## src/rtl/riscv_pkg.sv

```systemverilog
// Shared types and limits for the elastic pipeline register.
// Occupancy is decoded from the entry count.
package riscv_pkg;

  localparam int ELASTIC_MAX_DEPTH = 16;

  typedef enum logic [1:0] {
    EMPTY   = 2'd0,
    PARTIAL = 2'd1,
    FULL    = 2'd2
  } state_t;

  function automatic state_t occ_state(input int cnt, input int depth);
    if (cnt == 0)
      return EMPTY;
    else if (cnt >= depth)
      return FULL;
    else
      return PARTIAL;
  endfunction

endpackage

```

## src/rtl/elastic_pipe_reg_ptr.sv

```systemverilog
// Modulo-DEPTH wrapping pointer.
// Clear has priority over increment so that a flush always lands on entry 0.
module elastic_ptr #(
  parameter int DEPTH = 2,
  parameter int PW    = (DEPTH > 1) ? $clog2(DEPTH) : 1
) (
  input  logic          clk,
  input  logic          reset,
  input  logic          i_clear,
  input  logic          i_incr,
  output logic [PW-1:0] o_ptr
);

  localparam logic [PW-1:0] LAST = PW'(DEPTH - 1);

  logic [PW-1:0] r_ptr;
  logic [PW-1:0] w_ptr_nxt;

  // Explicit wrap compare so non-power-of-two depths work.
  always_comb begin
    w_ptr_nxt = r_ptr;
    if (i_clear)
      w_ptr_nxt = '0;
    else if (i_incr)
      w_ptr_nxt = (r_ptr == LAST) ? '0 : r_ptr + PW'(1);
  end

  always_ff @(posedge clk) begin
    if (reset)
      r_ptr <= '0;
    else
      r_ptr <= w_ptr_nxt;
  end

  assign o_ptr = r_ptr;

endmodule

```

## src/rtl/elastic_pipe_reg.sv

```systemverilog
// Elastic pipeline register: small in-order buffer with flush and stall.
// Handshake outputs come from registered occupancy only; no bypass path.
module elastic_pipe_reg
  import riscv_pkg::*;
#(
  parameter int WIDTH = 32,
  parameter int DEPTH = 2
) (
  input  logic                       clk,
  input  logic                       reset,
  input  logic                       in_valid,
  output logic                       in_ready,
  input  logic [WIDTH-1:0]           in_data,
  output logic                       out_valid,
  input  logic                       out_ready,
  output logic [WIDTH-1:0]           out_data,
  input  logic                       flush,
  input  logic                       stall,
  output logic [$clog2(DEPTH+1)-1:0] count
);

  localparam int CW = $clog2(DEPTH + 1);
  localparam int PW = (DEPTH > 1) ? $clog2(DEPTH) : 1;

  if (DEPTH < 1 || DEPTH > ELASTIC_MAX_DEPTH || WIDTH < 1) begin : g_bad_params
    $fatal(1, "elastic_pipe_reg: illegal WIDTH=%0d / DEPTH=%0d", WIDTH, DEPTH);
  end

  logic [WIDTH-1:0] r_mem [DEPTH];
  logic [CW-1:0]    r_count;
  state_t           r_state;

  logic [CW-1:0]    w_count_nxt;
  logic [PW-1:0]    w_rd_ptr;
  logic [PW-1:0]    w_wr_ptr;
  logic             w_push;
  logic             w_pop;

  assign in_ready  = (r_state != FULL);
  assign out_valid = (r_state != EMPTY);

  // Flush squashes both sides of the handshake in the same cycle.
  assign w_push = in_valid & in_ready & ~flush;
  assign w_pop  = out_valid & out_ready & ~stall & ~flush;

  always_comb begin
    w_count_nxt = r_count;
    if (flush)
      w_count_nxt = '0;
    else begin
      case ({w_push, w_pop})
        2'b10:   w_count_nxt = r_count + CW'(1);
        2'b01:   w_count_nxt = r_count - CW'(1);
        default: w_count_nxt = r_count;
      endcase
    end
  end

  always_ff @(posedge clk) begin
    if (reset) begin
      r_count <= '0;
      r_state <= EMPTY;
    end else begin
      r_count <= w_count_nxt;
      r_state <= occ_state(int'(w_count_nxt), DEPTH);
    end
  end

  // Payload storage is deliberately left unreset; the output mux hides it.
  always_ff @(posedge clk) begin
    if (w_push)
      r_mem[w_wr_ptr] <= in_data;
  end

  elastic_ptr #(.DEPTH(DEPTH), .PW(PW)) u_rd_ptr (
    .clk     (clk),
    .reset   (reset),
    .i_clear (flush),
    .i_incr  (w_pop),
    .o_ptr   (w_rd_ptr)
  );

  elastic_ptr #(.DEPTH(DEPTH), .PW(PW)) u_wr_ptr (
    .clk     (clk),
    .reset   (reset),
    .i_clear (flush),
    .i_incr  (w_push),
    .o_ptr   (w_wr_ptr)
  );

  assign out_data = out_valid ? r_mem[w_rd_ptr] : '0;
  assign count    = r_count;

endmodule
```

## config.mk

```make
export PLATFORM = sky130hd
export DESIGN_NAME = elastic_pipe_reg
export DESIGN_NICKNAME = d
export VERILOG_FILES = /design/src/rtl/riscv_pkg.sv /design/src/rtl/elastic_pipe_reg_ptr.sv /design/src/rtl/elastic_pipe_reg.sv
export SDC_FILE = /design/constraint.sdc
export NUM_CORES = 1
export LEC_CHECK = 0
export ABC_AREA = 1
export CAP_MARGIN = 20
export CORE_MARGIN = 1.5
export CORE_UTILIZATION = 51
export CTS_CLUSTER_DIAMETER = 50
export CTS_CLUSTER_SIZE = 10
export DETAILED_ROUTE_END_ITERATION = 8
export GPL_TIMING_DRIVEN = 0
export PLACE_DENSITY = 0.84
export SLEW_MARGIN = 5
export SYNTH_ARGS = -nofsm -noshare
export SYNTH_HDL_FRONTEND = slang
export SYNTH_SLANG_ARGS = --single-unit
```

## constraint.sdc

```tcl
create_clock -name clk -period 4.4 [get_ports clk]
set_clock_uncertainty 0.15 [all_clocks]
set_input_delay 1.32 -clock clk [delete_from_list [all_inputs] [get_ports clk]]
set_output_delay 1.32 -clock clk [all_outputs]
set_load 0.02 [all_outputs]
```

* Word-level counts from Yosys, hierarchy flattened
Memories as Yosys holds them, arrays and structs flattened. A register that Yosys moved wholly into a read port is not among the register bits.
Index checks and enable logic that the tools add are counted.
** Word-level totals
- Memories :: 1
- Memory bits (writable) :: 64
- Flip-flop bits (word level) :: 6
- Bits of input ports :: 38
- Output and inout port bits :: 36
** Operators by class
- Bitwise logic cells :: 7
- Magnitude comparators :: 1
- Reductions and logical operators :: 4
- Equal/unequal tests :: 3
- Multiplexer cells :: 10
- Add/sub/neg operators :: 4
** Memories
- r_mem :: words 2, bits a word 32, read ports 1, clocked after Yosys merged registers in 1, write ports 1, line elastic_pipe_reg.sv:29 : logic [WIDTH-1:0] r_mem [DEPTH];
** Operators with widths (number)
- 32-bit 2-to-1 mux :: 1
- 1-bit 2-to-1 mux :: 6
- 1-bit bitwise AND :: 5
- 2-bit 2-to-1 mux :: 2
- 2-bit case mux with 2 select lines :: 1
- 2-bit OR reduction :: 2
- 1-bit adder, second input constant :: 2
- 2-bit by 1-bit adder with 2-bit output, second input constant :: 1
- 2-bit by 1-bit equality test with 1-bit output, second input constant :: 1
- 2-bit equality test, second input constant :: 1
- 2-bit greater-or-equal comparator, second input constant :: 1
- 2-bit logical NOT :: 1
- 2-bit inequality test, second input constant :: 1
- 1-bit NOT :: 2
- 2-bit nonzero test :: 1
- 2-bit by 1-bit subtractor with 2-bit output, second input constant :: 1

* Longest topological paths before layout
Gate-level depths: netlist of run 1.
- Depth after elaboration :: 9
- Mapped depth :: 11
- Depth with buffers taken out :: 11

* Modules after synthesis
Synthesis of run 1 repeated with hierarchy kept, for this count alone.
** Second synthesis, totals
- Cell total of the unflattened synthesis :: 218
- Area, all modules :: 2758.9 µm²
** By module, submodules not included
- elastic_pipe_reg :: area an instance 2676.3 µm², sequential area each 2001.9 µm², cells an instance 206, times used 1
- elastic_ptr :: area an instance 41.3 µm², sequential area each 20.0 µm², cells an instance 6, times used 2

* Least setup slack after synthesis of run 1
No wires, ideal clock.
- Path kind :: input to register
- Start :: in flush
- End :: mem r_mem[0][0], enable pin
- Cell stages on the path :: 3
- Slack :: 0.951 ns
- Arrival :: 2.878 ns
- Cells stage by stage :: inv_1 -> nand3_2 -> nor2_1
** Between the ends
- Longest elaborated chain between the ends :: 4
** Ends and longest elaborated chain
- from (decl) :: line elastic_pipe_reg.sv:17 : input logic flush,
- 1-bit NOT :: line elastic_pipe_reg.sv:43 : assign w_push = in_valid & in_ready & ~flush;
- 1-bit bitwise AND :: line elastic_pipe_reg.sv:43
- 1-bit 2-to-1 mux :: line elastic_pipe_reg.sv:71 : if (w_push)
- 1-bit 2-to-1 mux (implied by the code) :: line elastic_pipe_reg.sv:72 : r_mem[w_wr_ptr] <= in_data;
- to (decl) :: line elastic_pipe_reg.sv:29
No other way between the ends.

==> results of run 1 <==
==> cell type report <==
cell class | count | area share
repair buffers | 75 | 0.204
clock buffers | 11 | 0.0347
well taps | 70 | 0.0231
inverters | 11 | 0.0112
clock inverters | 5 | 0.0129
plain buffers | 10 | 0.0195
multi-input cells | 124 | 0.150
flip-flops and latches | 71 | 0.545
==> power by group through the flow <==
stage          Combinational, mW  Sequential, mW  Clock (mW)
6_report                   0.106           0.759       0.469
5_1_grt                    0.115           0.760       0.506
4_1_cts                    0.107           0.759       0.481
3_5_place_dp               0.106           0.774           0
3_3_place_gp              0.0990           0.774           0
2_1_floorplan             0.0389           0.774           0
==> cell usage after synthesis <==
cell	instances	area, um^2
nor2_4	1	11.3
buf_6	3	33.8
edfxtp_1	64	1920
inv_2	1	3.75
dfxtp_1	7	140
nand2_1	69	259
ha_1	1	12.5
nand3_1	3	15.0
nor2_1	8	30.0
a31oi_1	1	6.26
a21oi_2	1	8.76
o21ai_1	2	10.0
nor4_1	1	6.26
inv_1	9	33.8
nand4_1	1	6.26
nand2_2	1	6.26
nor2_2	1	6.26
nand3_2	1	10.0
clkinv_2	1	5.00
buf_4	2	15.0
buf_2	5	25.0
a21oi_1	33	165
==> kinds of logic (layout without fill, tap and decap cells) <==
group / count (synthesis) / after routing / synth area share
AOI/OAI and AO/OA: 37 / 37 / 0.0696
adders and majority gates: 1 / 1 / 0.00458
buffers and inverters: 21 / 112 / 0.0426
DFF: 71 / 71 / 0.755
and+or+nand+nor: 86 / 86 / 0.128
==> registers in the layout, summed over array words and instances, names as in the netlist, named ones only <==
name,cells
r_mem,64
u_rd_ptr.o_ptr,1
count,2
r_state,2
u_wr_ptr.o_ptr,1
==> worst paths after layout <==
path / start / end / slack, ps / cells past startpoint
setup reg to reg: r_state[1]$_SDFF_PP0_ / r_state[1]$_SDFF_PP0_ / 2560 / 8
hold / removal: u_rd_ptr.o_ptr$_SDFFE_PP0P_ / u_rd_ptr.o_ptr$_SDFFE_PP0P_ / 390 / 2
setup / recovery: flip-flop / out_data[25] / 1010 / 5
hold reg to reg: u_rd_ptr.o_ptr$_SDFFE_PP0P_ / u_rd_ptr.o_ptr$_SDFFE_PP0P_ / 390 / 2
==> per-layer routing <==
layer / share of wire / GRT usage
met1: 0.43 / 0.241
met2: 0.52 / 0.343
met3: 0.044 / 0.0467
met4: 0.0085 / 0.0759
met5: 0 / 0
==> metrics by stage <==
stage	cell area, um^2	utilization
after floorplan	2730	-
after global placement	3550	0.691
after detailed placement	3600	0.701
after CTS	3780	0.736
after global routing	3780	0.736
final	3780	0.736
==> cells in the final DEF, fill, tap and decap left out <==
cell | Yosys | layout
edfxtp_1 | 64 | 64
nand3_1 | 3 | 3
nand4_1 | 1 | 1
nor2_2 | 1 | 1
dfxtp_1 | 7 | 7
nand2_2 | 1 | 1
nor2_1 | 8 | 6
nor2_4 | 1 | 3
buf_2 | 5 | 5
clkbuf_8 | 0 | 9
bufinv_16 | 0 | 1
a21oi_2 | 1 | 1
clkbuf_1 | 0 | 2
inv_2 | 1 | 1
clkinv_1 | 0 | 1
ha_1 | 1 | 1
nand3_2 | 1 | 1
buf_12 | 0 | 2
buf_4 | 2 | 2
buf_6 | 3 | 3
a31oi_1 | 1 | 1
inv_1 | 9 | 9
clkdlybuf4s50_1 | 0 | 73
nor4_1 | 1 | 1
o21ai_1 | 2 | 2
nand2_1 | 69 | 69
clkinv_2 | 1 | 4
a21oi_1 | 33 | 33
==> worst reg2reg max path: cells and delay by family, from the launching register on <==
kind	cells	cell delay (ps)
adders and majority gates	1	330
buffers and inverters	1	100
DFF	1	420
and+or+nand+nor	6	760
==> results.json, run 1 <==
{
  "n_fill_cell": 356,
  "grt_pass1_vias": 1946,
  "path_cells": "buf_4, buf_2, nand2_1, a21oi_1, clkdlybuf4s50_1",
  "status": "complete, no violations",
  "cts_resized": 0,
  "rows": 26,
  "slew_viol_final": 0,
  "p_leak_nw": 1.35,
  "start_util": 0.531,
  "grt_usage": 0.198,
  "required_ps": 2930,
  "seq_area_mm2": 0.00206,
  "dpl.cell_count": 361,
  "ys_types": 22,
  "period_share": 0.771,
  "max_freq_mhz": 295,
  "cts_buffer_depth": 2,
  "htree_levels": 3,
  "fin_crit_ps": 3390,
  "p_switching_uw": 267,
  "cp-end-kind": "output pin",
  "critPathMaxFanout": 10,
  "clock_sinks": 71,
  "final_antenna_net_count": 0,
  "hold_buffers": 0,
  "path_clk_slew_ps": 70,
  "p_total_mw": 1.33,
  "layout.nets": 341,
  "power_frac_seq": 0.569,
  "grt_max_degree": 32,
  "hold_class": "reg2reg",
  "crit_buf_inv": 3,
  "clock_latency_ps": 320,
  "ys.warnings.count": 0,
  "syn-cell-area_mm2": 0.00273,
  "finalSetupViolCount": 0,
  "stdcell_count": 377,
  "wl_per_cell_um": 14.3,
  "layout-drive-gt1-share": 0.111,
  "synth_seq_area_share": 0.755,
  "rsz0062_at_grt": "false",
  "path_delay_family": "buffers and inverters",
  "cap_violations": 0,
  "cts_setup_buffers": 0,
  "crit_slowest_cell": "clkdlybuf4s50_1",
  "synth_nets": 255,
  "core-area_mm2": 0.00514,
  "power_frac_comb": 0.080,
  "swShare": 0.200,
  "place_congestion": 0.716,
  "syn_inst": 216,
  "multiInputGateArea_um2": 568,
  "dr.first_iter.drc_count": 83,
  "hold-worst-slack_ps": 393,
  "internal-power_mw": 1.07,
  "root_buffer": "clkbuf_8",
  "slowest_delay_ps": 630,
  "clkPwrFrac": 0.351,
  "cts-buffers-inserted": 9,
  "routed_wl_um": 5390,
  "die_x_um": 76.2,
  "die_h_um": 76.2,
  "fin_setup_tns_ps": 0,
  "syn2layout_area_growth_pct": 38.6,
  "crit_type": "reg2out",
  "num_vias": 1886,
  "pin_count": 74,
  "antenna_cells": 0,
  "pre_cts_slack_ps": 1200,
  "power-per-cell-area_mw_per_mm2": 353,
  "antenna_found_initial": 0,
  "die_area_mm2": 0.00580,
  "vias_per_cell": 5.00,
  "hold_viol": 0,
  "grt_first_pass_wirelength_um": 8860,
  "syn_avg_cell_area_um2": 12.6,
  "worst_pin_slew_ps": 316,
  "synth_seq_cells": 71,
  "peakVddDrop_v": 0.000321,
  "portBuffers": 73,
  "cts_tree": "yes",
  "grt-ovfl-total": 0,
  "route.detailed.drc": 0,
  "critPathArrivalTime_ps": 1920,
  "post-dp-hpwl_um": 3500,
  "critPathLaunchType": "flip-flop",
  "relSlewSlack": 0.788,
  "dr.pass1.iters": 4,
  "setup_slack_ps": 1010
}
No activity file was read; power rests on OpenSTA's default activity.
==> inputs of run 2 (changes only) <==
Settings changed: CORE_UTILIZATION 51 to 43, PLACE_DENSITY 0.84 to 0.75.
Clock period 4.4 ns to 2.9 ns, I/O delays scaled along.
==> run 2 against run 1 <==
Effect of this change: global-route usage down 2.5 points; design area up 2.2%; via count down 2.4%; first-iteration DRC count up 81%; routed wire length up 2.3%; total power up 59%; critical path type unchanged; critical endpoint is now out_data[10]; highest routed layer unchanged.
==> results.json, run 2 (same netlist as run 1, synthesis figures left out) <==
{
  "cp-end-kind": "output pin",
  "vias_per_cell": 4.82,
  "post-dp-hpwl_um": 3700,
  "crit_type": "reg2out",
  "cts-buffers-inserted": 9,
  "die_x_um": 82.7,
  "root_buffer": "clkbuf_8",
  "grt_first_pass_wirelength_um": 8250,
  "internal-power_mw": 1.70,
  "dr.first_iter.drc_count": 150,
  "n_fill_cell": 475,
  "cts_buffer_depth": 2,
  "hold_class": "reg2reg",
  "final_antenna_net_count": 0,
  "syn2layout_area_growth_pct": 41.6,
  "num_vias": 1841,
  "critPathLaunchType": "flip-flop",
  "layout.nets": 341,
  "cts_tree": "yes",
  "place_congestion": 0.691,
  "htree_levels": 3,
  "crit_slowest_cell": "clkdlybuf4s50_1",
  "wl_per_cell_um": 14.4,
  "grt_max_degree": 22,
  "cap_violations": 0,
  "clkPwrFrac": 0.382,
  "die_area_mm2": 0.00684,
  "pre_cts_slack_ps": 155,
  "path_clk_slew_ps": 70,
  "power_frac_seq": 0.543,
  "fin_crit_ps": 2770,
  "status": "complete, no violations",
  "crit_buf_inv": 3,
  "die_h_um": 82.7,
  "grt-ovfl-total": 0,
  "p_total_mw": 2.12,
  "largest_register_ffs": 64,
  "fin_setup_tns_ps": 0,
  "cts_setup_buffers": 0,
  "setup_slack_ps": 129,
  "slew_viol_final": 0,
  "antenna_cells": 0,
  "peakVddDrop_v": 0.000345,
  "relSlewSlack": 0.699,
  "rsz0062_at_grt": "false",
  "path_delay_family": "buffers and inverters",
  "p_switching_uw": 418,
  "power_frac_comb": 0.075,
  "pin_count": 74,
  "portBuffers": 73,
  "route.detailed.drc": 0,
  "layout-drive-gt1-share": 0.107,
  "cts_resized": 12,
  "clock_latency_ps": 330,
  "period_share": 0.955,
  "path_cells": "buf_4, clkinv_2, nand2_1, a21oi_1, clkdlybuf4s50_1",
  "hold_viol": 0,
  "max_freq_mhz": 361,
  "worst_pin_slew_ps": 451,
  "critPathMaxFanout": 6,
  "routed_wl_um": 5510,
  "hold_buffers": 0,
  "antenna_found_initial": 0,
  "dr.pass1.iters": 4,
  "p_leak_nw": 1.78,
  "start_util": 0.453,
  "core-area_mm2": 0.00603,
  "critPathArrivalTime_ps": 1750,
  "grt_usage": 0.172,
  "required_ps": 1880,
  "power-per-cell-area_mw_per_mm2": 548,
  "regMostFlops": "r_mem",
  "clock_sinks": 71,
  "layout_commonest_cell": "nand2_1",
  "finalSetupViolCount": 0,
  "grt_pass1_vias": 1805,
  "final_cell_mix": "nand2_1, edfxtp_1, clkdlybuf4s50_1",
  "slowest_delay_ps": 640,
  "rows": 28,
  "swShare": 0.197
}
run 2: cell count changes in the layout (fill, tap and decap cells not counted), sizes merged:
| cell | before | now |
|---|---|---|
| clkdlybuf4s50 | 73 | 42 |
| bufinv | 1 | 2 |
| clkinv | 5 | 4 |
| dlymetal6s2s | 0 | 20 |
| dlygate4sd2 | 0 | 11 |
run 2: layer usage:
layer  share of wire  global-route usage  up-vias
li1                -                   -      923
met1            0.41               0.191      861
met2            0.53               0.301       47
met3           0.052              0.0560       10
met4           0.015              0.0783        0
met5               0                   0        -
run 2: through the flow:
stage                      util  cells  hold WS, ps  instance area [um^2]
after global placement    0.590    364          330                  3560
after CTS                 0.634    382          362                  3820
final                     0.642    382          357                  3870
after global routing      0.642    382          403                  3870
after floorplan               -    216          314                  2730
after detailed placement  0.602    366          342                  3630
run 2: worst reg2reg max path, cell delays in order, from the launching register on:
cell and delay (ps):
dfxtp_1 390, nor2_4 90, nor4_1 250, ha_1 320
inv_1 90, nand3_1 80, nand2_1 70, nand3_1 110
nand2_1 80, inv_1 40
run 2: layout make-up:
| class | count | area, um^2 | area share |
|---|---|---|---|
| plain buffers | 10 | 76.3 | 0.0197 |
| inverters | 11 | 42.5 | 0.0110 |
| repair buffers | 75 | 822 | 0.212 |
| well taps | 75 | 93.8 | 0.0243 |
| multi-input cells | 124 | 568 | 0.147 |
| clock buffers | 11 | 131 | 0.0340 |
| flip-flops and latches | 71 | 2060 | 0.533 |
| clock inverters | 5 | 72.6 | 0.0188 |
run 2: path summary, 6_finish.rpt:
| check | start | endpoint | slack, ps | depth (start not counted) |
|---|---|---|---|---|
| worst max-delay path | flip-flop | out_data[10] | 130 | 5 |
| worst min-delay path | u_rd_ptr.o_ptr$_SDFFE_PP0P_ | flip-flop | 360 | 2 |
| worst max register to register | r_state[1]$_SDFF_PP0_ | r_state[0]$_SDFF_PP0_ | 1140 | 9 |
| worst min register to register | u_rd_ptr.o_ptr$_SDFFE_PP0P_ | flip-flop | 360 | 2 |
run 2: power groups by stage:
stage	clock [mW]	combinational [mW]	sequential, mW
after global placement	0	0.152	1.17
after global routing	0.886	0.172	1.15
after detailed placement	0	0.164	1.17
after floorplan	0	0.0591	1.17
final	0.811	0.158	1.15
after CTS	0.831	0.162	1.15
